**config.mk**
```make
export PLATFORM = sky130hd
export DESIGN_NAME = aes_round_ctrl
export DESIGN_NICKNAME = d
export VERILOG_FILES = /design/src/rtl/aes_round_ctrl.sv
export SDC_FILE = /design/constraint.sdc
export NUM_CORES = 1
export LEC_CHECK = 0
export ABC_AREA = 1
export CORE_UTILIZATION = 49
export CTS_BUF_LIST = sky130_fd_sc_hd__clkbuf_4 sky130_fd_sc_hd__clkbuf_8
export DETAILED_ROUTE_END_ITERATION = 7
export GPL_TIMING_DRIVEN = 0
export PLACE_DENSITY = 0.81
export SYNTH_ARGS = -nofsm -noshare
export SYNTH_HDL_FRONTEND = slang
export SYNTH_SLANG_ARGS = --single-unit
```
**constraint.sdc**
```tcl
create_clock -name clk -period 1.6 [get_ports clk]
set_input_delay 0.16 -clock clk [delete_from_list [all_inputs] [get_ports clk]]
set_output_delay 0.16 -clock clk [all_outputs]
set_load 0.01 [all_outputs]
```
**src/rtl/aes_round_ctrl.sv**
```systemverilog
// ============================================================================
// Module   : aes_round_ctrl
// Purpose  : Round sequencer for the iterative AES-128 datapath: mux select,
//            state write enable, key-schedule pacing and round constant.
// Options  : AES_CTRL_ABORT_EN adds a synchronous abort input.
// Revision : 1.0 - initial release
// ============================================================================
`default_nettype none

module aes_round_ctrl #(
  parameter int NUM_ROUNDS = 10
) (
  input  logic       clk,
  input  logic       rst_n,
  input  logic       start,
`ifdef AES_CTRL_ABORT_EN
  input  logic       abort,
`endif
  output logic [2:0] sel,
  output logic       state_we,
  output logic       key_load,
  output logic       key_step,
  output logic [7:0] rcon,
  output logic [3:0] round,
  output logic       busy,
  output logic       done
);

  localparam logic [3:0] c_LAST_ROUND = 4'(NUM_ROUNDS);

  typedef enum logic [2:0] {
    ST_IDLE = 3'd0,
    ST_INIT = 3'd1,
    ST_SB   = 3'd2,
    ST_SR   = 3'd3,
    ST_MC   = 3'd4,
    ST_ARK  = 3'd5,
    ST_DONE = 3'd6
  } state_t;

  state_t     r_state;
  state_t     w_state_nxt;
  logic [3:0] r_round;
  logic [3:0] w_round_nxt;
  logic [7:0] r_rc;
  logic [7:0] w_rc_nxt;
  logic       w_last;

  // GF(2^8) doubling: the next round constant is xtime of the current one.
  function automatic logic [7:0] xtime(input logic [7:0] b);
    return {b[6:0], 1'b0} ^ (b[7] ? 8'h1B : 8'h00);
  endfunction

  assign w_last = (r_round == c_LAST_ROUND);

  always_ff @(posedge clk or negedge rst_n) begin
    if (!rst_n) begin
      r_state <= ST_IDLE;
      r_round <= 4'd0;
      r_rc    <= 8'h00;
    end else begin
      r_state <= w_state_nxt;
      r_round <= w_round_nxt;
      r_rc    <= w_rc_nxt;
    end
  end

  always_comb begin
    w_state_nxt = r_state;
    w_round_nxt = r_round;
    w_rc_nxt    = r_rc;
    sel         = 3'd0;
    state_we    = 1'b0;
    key_load    = 1'b0;
    key_step    = 1'b0;
    rcon        = 8'h00;
    busy        = 1'b0;
    done        = 1'b0;

    case (r_state)
      ST_IDLE: begin
        if (start) begin
          w_state_nxt = ST_INIT;
        end
      end
      ST_INIT: begin
        sel         = 3'd0;
        state_we    = 1'b1;
        key_load    = 1'b1;
        busy        = 1'b1;
        w_round_nxt = 4'd1;
        w_rc_nxt    = 8'h01;
        w_state_nxt = ST_SB;
      end
      ST_SB: begin
        sel         = 3'd1;
        state_we    = 1'b1;
        key_step    = 1'b1;
        rcon        = r_rc;
        busy        = 1'b1;
        w_state_nxt = ST_SR;
      end
      ST_SR: begin
        sel         = 3'd2;
        state_we    = 1'b1;
        busy        = 1'b1;
        // The final round has no MixColumns.
        w_state_nxt = w_last ? ST_ARK : ST_MC;
      end
      ST_MC: begin
        sel         = 3'd3;
        state_we    = 1'b1;
        busy        = 1'b1;
        w_state_nxt = ST_ARK;
      end
      ST_ARK: begin
        sel      = 3'd4;
        state_we = 1'b1;
        busy     = 1'b1;
        if (w_last) begin
          w_round_nxt = 4'd0;
          w_state_nxt = ST_DONE;
        end else begin
          w_round_nxt = r_round + 4'd1;
          w_rc_nxt    = xtime(r_rc);
          w_state_nxt = ST_SB;
        end
      end
      ST_DONE: begin
        done        = 1'b1;
        w_round_nxt = 4'd0;
        w_state_nxt = ST_IDLE;
      end
      default: begin
        w_round_nxt = 4'd0;
        w_state_nxt = ST_IDLE;
      end
    endcase

`ifdef AES_CTRL_ABORT_EN
    if (abort && (r_state != ST_IDLE)) begin
      w_state_nxt = ST_IDLE;
      w_round_nxt = 4'd0;
    end
`endif
  end

  assign round = r_round;

endmodule

`default_nettype wire

```
Word level (Yosys, flattened, before mapping) --
Cells that the tools add are included.
Storage, ports and cells: bits in latches 0, bits in registers 15, memories 0, word-level logic and storage cells 34, memory bits (read-only) 0, output and inout bits 20, memory bits (writable) 0, input bits 3
Cells by class: equal/unequal tests 9, bitwise operators 1, shift operators 0, $lt $le $gt $ge 0, multipliers 0, reductions and logical operators 5, divide/modulo/power cells 0, multiplexer cells 15, add/sub/neg operators 1
Operator list (count):
- $pmux W3 S6 | 1
- $mux W8 | 2
- $pmux W8 S2 | 1
- $pmux W3 S4 | 1
- $pmux W4 S3 | 1
- $eq A3 B3 Y1 const B | 3
- $xor A8 B5 Y8 | 1
- $eq A3 B2 Y1 const B | 2
- $mux W3 | 2
- $mux W1 | 5
- $mux W5 | 1
- $reduce_or A5 Y1 | 1
- $add A4 B1 Y4 const B | 1
- $eq A4 B4 Y1 const B | 1
- $mux W4 | 1
- $ne A2 B2 Y1 const B | 2
- $reduce_or A4 Y1 | 1
- $eq A3 B1 Y1 const B | 1
- $logic_not A3 Y1 | 1
- $reduce_and A2 Y1 | 1
- $reduce_bool A2 Y1 | 1

Depth between registers and ports, before layout --
Gate-level depths: netlist of run 1.
depth in word-level cells 4, depth in mapped cells 7, depth with buffers taken out 7

Worst setup path after synthesis of run 1 --
Ideal clock, no wire load.
path kind reg-to-reg, start register r_round[0], in the netlist round[0], end register r_rc[0], required time 1.484 ns, library setup time 0.116 ns, buffers on the path 0, slack 0.353 ns, clock period less this slack 1.247 ns, arrival time 1.131 ns, stages on the path, launching flop included 8, cells stage by stage dfrtp_1 inv_1 ha_1 nand2_1 nor2_2 nand2_1 nand3_1 nand2_1
Between the ends: word-level cells in the longest chain between the ends 3
Ends and longest elaborated chain:
- start, declared | line 43 | logic [3:0] r_round;
- start signal, assigned | line 63 | r_round <= w_round_nxt;
- $eq A4 B4 Y1 | line 54 | assign w_last = (r_round == c_LAST_ROUND);
- $ne A2 B2 Y1 (no source line)
- $reduce_and A2 Y1 (no source line)
- end signal, assigned | line 64 | r_rc <= w_rc_nxt;
- end, declared | line 45 | logic [7:0] r_rc;
No other way between the ends. A chain may end at the register's enable or synchronous reset.

Worst setup path after layout of run 1 --
start register r_state[1], end output port sel[2]
Between the ends: word-level cells in the longest chain between the ends 2, elaborated cells between the ends (all ways) 5, classes of those cells eq/ne: 4; mux: 1
Ends and longest elaborated chain:
- start, declared | line 41 | state_t r_state;
- start signal, assigned | line 62 | r_state <= w_state_nxt;
- $eq A3 B3 Y1 / $eq A3 B2 Y1 (equally long branches) | line 80 | case (r_state)
- $pmux W3 S4 * | line 80
- end, declared | line 19 | output logic [2:0] sel,
Mark *: on every way between the ends. The rest lies on a longest branch, timed or not.

==> results of run 1 <==
power groups by stage:
stage	sequential [mW]	combinational [mW]	clock (mW)
2_1_floorplan	0.592	0.534	0
3_3_place_gp	0.598	0.899	0
3_5_place_dp	0.602	0.920	0
4_1_cts	0.588	0.936	0.242
5_1_grt	0.624	1.13	0.260
6_report	0.616	1.01	0.237
cell usage in the layout, fill, tap and decap left out, drive strengths merged, types with 4 or more instances in the layout:
cell	synthesis	final
nand2	40	40
nor2	24	24
buf	2	19
inv	16	16
dfrtp	15	15
nand3	10	10
clkdlybuf4s50	0	6
clkbuf	0	6
o21ai	4	4
dlygate4sd2	0	4
per-stage QoR:
step / TNS (ns) / util [%] / area (um2) / setup WS (ns) / power (mW)
after global routing: -0.0312 / 74.0 / 1170 / -0.0162 / 2.01
after global placement: -0.481 / 69.9 / 1100 / -0.0657 / 1.50
after CTS: -0.0594 / 72.5 / 1140 / -0.0594 / 1.77
final: 0 / 74.0 / 1170 / 0.0311 / 1.86
after detailed placement: -0.581 / 69.9 / 1100 / -0.0811 / 1.52
after floorplan: 0 / - / 862 / 0.353 / 1.13
flip-flops by register name, indices dropped and copies added, names as in the netlist:
name	flops
round	4
r_rc	8
r_state	3
layout make-up:
type	instances	area (um2)	share of cell area, %
Clock buffer	4	30.0	2.57
Tap cell	16	20.0	1.71
Inverter	16	62.6	5.36
Timing Repair Buffer	30	221	19.0
Multi-Input combinational cell	85	435	37.3
Buffer	2	18.8	1.61
Sequential cell	15	379	32.5
worst max-delay path, cell delays in order (launching register included):
cell and delay (ns):
dfrtp_2 0.48, inv_2 0.10, nand2_2 0.08, nor2_2 0.17
dlygate4sd2_1 0.29
path summary, 6_finish.rpt:
| check | cells past startpoint | startpoint | end |
|---|---|---|---|
| min in group clk | 3 | start | r_state[0] |
| setup / recovery | 4 | r_state[1] | sel[2] |
| hold reg to reg | 2 | r_rc[1] | r_rc[1] |
| hold / removal | 1 | rst_n | round[0] |
| setup reg to reg | 7 | round[0] | r_rc[4] |
| max in group asynchronous | 1 | rst_n | r_state[1] |
metal layers:
metal	track usage, %	vias to the layer above	share of wire, %
met5	0	-	0
met2	37.0	22	48
met4	10.9	0	1.7
met1	32.8	411	46
met3	4.17	5	4.3
li1	-	429	-
cell families after synthesis:
| logic type | after synthesis | share of synthesized area (%) |
|---|---|---|
| AND/OR/NAND/NOR | 75 | 37.9 |
| buffers and inverters | 18 | 8.71 |
| AO/OA/AOI/OAI | 7 | 5.95 |
| flip-flops | 15 | 43.5 |
| XOR/XNOR | 1 | 1.02 |
| adder cells (fa/ha/maj) | 2 | 2.90 |
repair_timing:
action                                  4_1_cts  5_1_grt
pin swaps                                     0        0
endpoints found under the setup margin       16       14
buffers inserted                              5        3
resized for setup                            52       10
==> run metrics, run 1 <==
outcome finished clean; Mapped Nets approximately 120; initial antenna violation count 0; first-pass GRT wire length 3.38 mm; Logic pwr share 54.1%; final wirelength 2.02 mm; CORE AREA around 1600 um2; Worst setup SP type flip-flop; leak pwr 0.649 nW; Synth Instances 118; # rows 14; CTS tree built; vias in the first global route 758; clk slew on worst S/H paths 0.09 ns; Worst Hold Margin between 0.2 and 0.3 ns; fin crit period between 1.5 and 2 ns; Overflow after GRT 0; Worst VDD drop 0.00120 V; CP max FO 6; cell area after synthesis ~860 um2; Yosys cell types 18; predominant post-synthesis flop cell dfrtp_1; Clock Tree Buf Depth 2; final setup vio count 0; # diodes 0; GR Util All Layers between 20% and 30%; FFs w/ async S/R, synth 100%; crit path DAT 1.41 ns; worst path required time around 1.4 ns; power share of the clock group 12.8%; Starting Density 54.7%; most instantiated library cell after synthesis nand2_1; post-synthesis register bit count 15; cell taking the most area after synthesis dfrtp_1; Slew HR 55.3%; CTS H-tree lvls 1; Num Clock Sinks 15; PD cells 1590 nW/um2; Non-Filler Instances about 170; clock root buffer clkbuf_4; post-DR wirelength/cell roughly 12 um; Cell Count Post-Placement 156; Slew Viols, Final 0; average size of a mapped cell 7.31 um2; clk_lat worst skew around 0.28 ns; Die H 43.9 um; Setup crit end kind output port; reg2reg setup slack 0.24 ns; pin count of the biggest net entering global routing 16; # hold bufs at CTS 0; 1st-iter DRT viols 26; internal cell power 1.05 mW; share of layout cells above drive strength 1 30.3%; switch share 43.4%; via/cell ratio 5.16; crit path kind flip-flop to output port; layout overhead on the synthesized area 35.4%; EDFF count, synth 0; RePlAce Congestion approximately 0.78; fraction of post-synthesis cell area in the top cell type by area between 40% and 50%; DR pass1 iterations 6; Detail Route Antenna Nets 0; # IOs 23; DRC errors left 0; register area share after synthesis 43.5%; CTS buffer count 3; nets 158; P_sw 0.806 mW; Flop pwr share approximately a third; Fillers 118; most frequent cells after synthesis 39 x nand2_1, 19 x nor2_1, 15 x dfrtp_1; Horiz. Die Dim 43.9 um; Syn. warnings 0; port bufs 22; crit share post-route between 90% and 100%; Die Footprint 1930 um2; post-route clock skew about 0.004 ns; Hold WC Path Type input port to async pin; max-cap viol count 0; DPL Wire Length about 1.3 mm; via count around 870; largest cells by area after synthesis dfrtp_1 44%, nand2_1 17%, nor2_1 8.3%; Fin. Hold Viols 0; unrepaired setup endpoints after global routing yes; worst-margin pin slew 0.668 ns; fmax 0.637 GHz
No activity file was read; power rests on OpenSTA's default activity.
==> inputs of run 2 (changes only) <==
- CORE_UTILIZATION: 49 -> 53
- PLACE_DENSITY: 0.81 -> 0.86
- clock period: 1.6 -> 2 ns (I/O delays scaled with it)
==> run metrics, run 2 (synthesized netlist as in run 1, its figures left out) <==
outcome finished clean; Detail Route Antenna Nets 0 (unchanged); clk slew on worst S/H paths 0.10 ns (about the same); Hold WC Path Type input port to async pin; pin count of the biggest net entering global routing 16 (unchanged); # diodes 0 (unchanged); leak pwr 0.712 nW (+9.7%); vias in the first global route 752 (-0.79%); nets 152 (-3.8%); worst path required time 1.80 ns (+0.36 ns); worst setup margin 0.0652 ns (+0.0341 ns); DRC errors left 0 (unchanged); crit path kind flip-flop to output port; Setup crit end kind output port; Starting Density 57.2% (+2.5 points); Worst setup SP type flip-flop; max-cap viol count 0 (unchanged); layout overhead on the synthesized area 35.6%; Non-Filler Instances 162 (-3.6%); CTS tree built; CORE AREA 1510 um2 (-4.4%); clk_lat worst skew 0.29 ns (about the same); via/cell ratio 5.14 (-0.36%); Worst VDD drop 0.000926 V (-23%); Setup TNS Final 0 ns (unchanged); dpl cell area 1100 um2 (unchanged); Slew Viols, Final 0 (unchanged); DP Worst Slack 0.281 ns (+0.362 ns); Design Area, Final 1170 um2 (+0.11%); initial antenna violation count 0 (unchanged); port bufs 22 (unchanged); share of layout cells above drive strength 1 15.1% (-15 points); commonest non-fill, non-tap cell in the layout nand2_1; post-route clock skew 0.00451 ns (+0.000500 ns); final setup vio count 0 (unchanged); CP max FO 6 (unchanged); Horiz. Die Dim 42.3 um (-3.7%); unrepaired setup endpoints after global routing yes; reg2reg path depth 7 (unchanged); fin crit period 1.93 ns; GR Util All Layers 24.0% (+0.091 points); most frequent cells in the layout 39 x nand2_1, 19 x nor2_1, 15 x clkdlybuf4s50_1; clock root buffer clkbuf_4; register with the most flip-flops r_rc; # rows 14 (unchanged); # IOs 23 (unchanged); post-DR wirelength/cell 11.5 um (-4.7%); DPL Wire Length 1.32 mm (-1.3%); Slew HR 55.2% (-0.059 points); Worst Hold Margin 0.305 ns (+0.0307 ns); CTS buffer count 3 (unchanged); crit path DAT 1.73 ns (+0.32 ns); PD cells 1230 nW/um2 (-23%); Fillers 117 (-0.85%); Num Clock Sinks 15 (unchanged); Die Footprint 1790 um2 (-7.2%); max FFs per register 8 (unchanged); via count 833 (-3.9%); Clock Tree Buf Depth 2 (unchanged); # hold bufs at CTS 0 (unchanged); Cell Count Post-Placement 156 (unchanged); Tot Pwr 1.44 mW (-22%); Overflow after GRT 0 (unchanged); Fin. Hold Viols 0 (unchanged); RePlAce Congestion 0.808 (+3.8%); worst-margin pin slew 0.669 ns (+0.000884 ns); 1st-iter DRT viols 24 (-7.7%); DR pass1 iterations 6 (unchanged); first-pass GRT wire length 3.24 mm (-4.3%); crit share post-route 96.7%; final wirelength 1.86 mm (-8.1%); fmax 0.517 GHz; CTS H-tree lvls 1 (unchanged); Core Util, Final 77.6% (+3.5 points); Die H 42.3 um (-3.7%)
==> run 2: final timing paths <==
check | from | end | slack [ns]
max | r_state[1] | state_we | 0.07
min | rst_n | round[2] | 0.30
max reg2reg | round[0] | r_rc[1] | 0.60
min reg2reg | r_rc[4] | r_rc[4] | 0.50
max in group asynchronous | rst_n | r_state[2] | 1.22
min in group clk | start | r_state[0] | 0.49
==> run 2: cell type report <==
class | count | area [um2] | share of cell area (%)
Buffer | 2 | 15.0 | 1.28
Clock buffer | 4 | 30.0 | 2.57
Inverter | 16 | 60.1 | 5.14
Multi-Input combinational cell | 85 | 412 | 35.2
Sequential cell | 15 | 379 | 32.4
Tap cell | 16 | 20.0 | 1.71
Timing Repair Buffer | 24 | 253 | 21.6
==> run 2: repair_timing <==
action,in CTS,in global routing
resized for setup,2,9
setup endpoints to repair,7,12
buffers inserted,1,1
gates cloned,0,0
==> run 2: power breakdown <==
group	switching (mW)	internal [mW]	total, mW
Combinational	0.389	0.372	0.762
Sequential	0.102	0.382	0.483
Clock	0.105	0.0912	0.196
==> run 2: critical path, stage by stage, from the launching register on <==
cell	delay, ns
dfrtp_2	0.47
nand2_1	0.10
inv_1	0.06
a21oi_1	0.15
buf_4	0.13
clkdlybuf4s50_1	0.53
==> run 2: per-layer routing <==
metal  vias to the layer above  global-route usage, %  part of all wire [%]
li1                        417                      -                     -
met1                       386                   30.8                    45
met2                        25                   38.5                    48
met3                         5                   6.47                   5.4
met4                         0                   9.38                   1.6
met5                         -                      0                     0
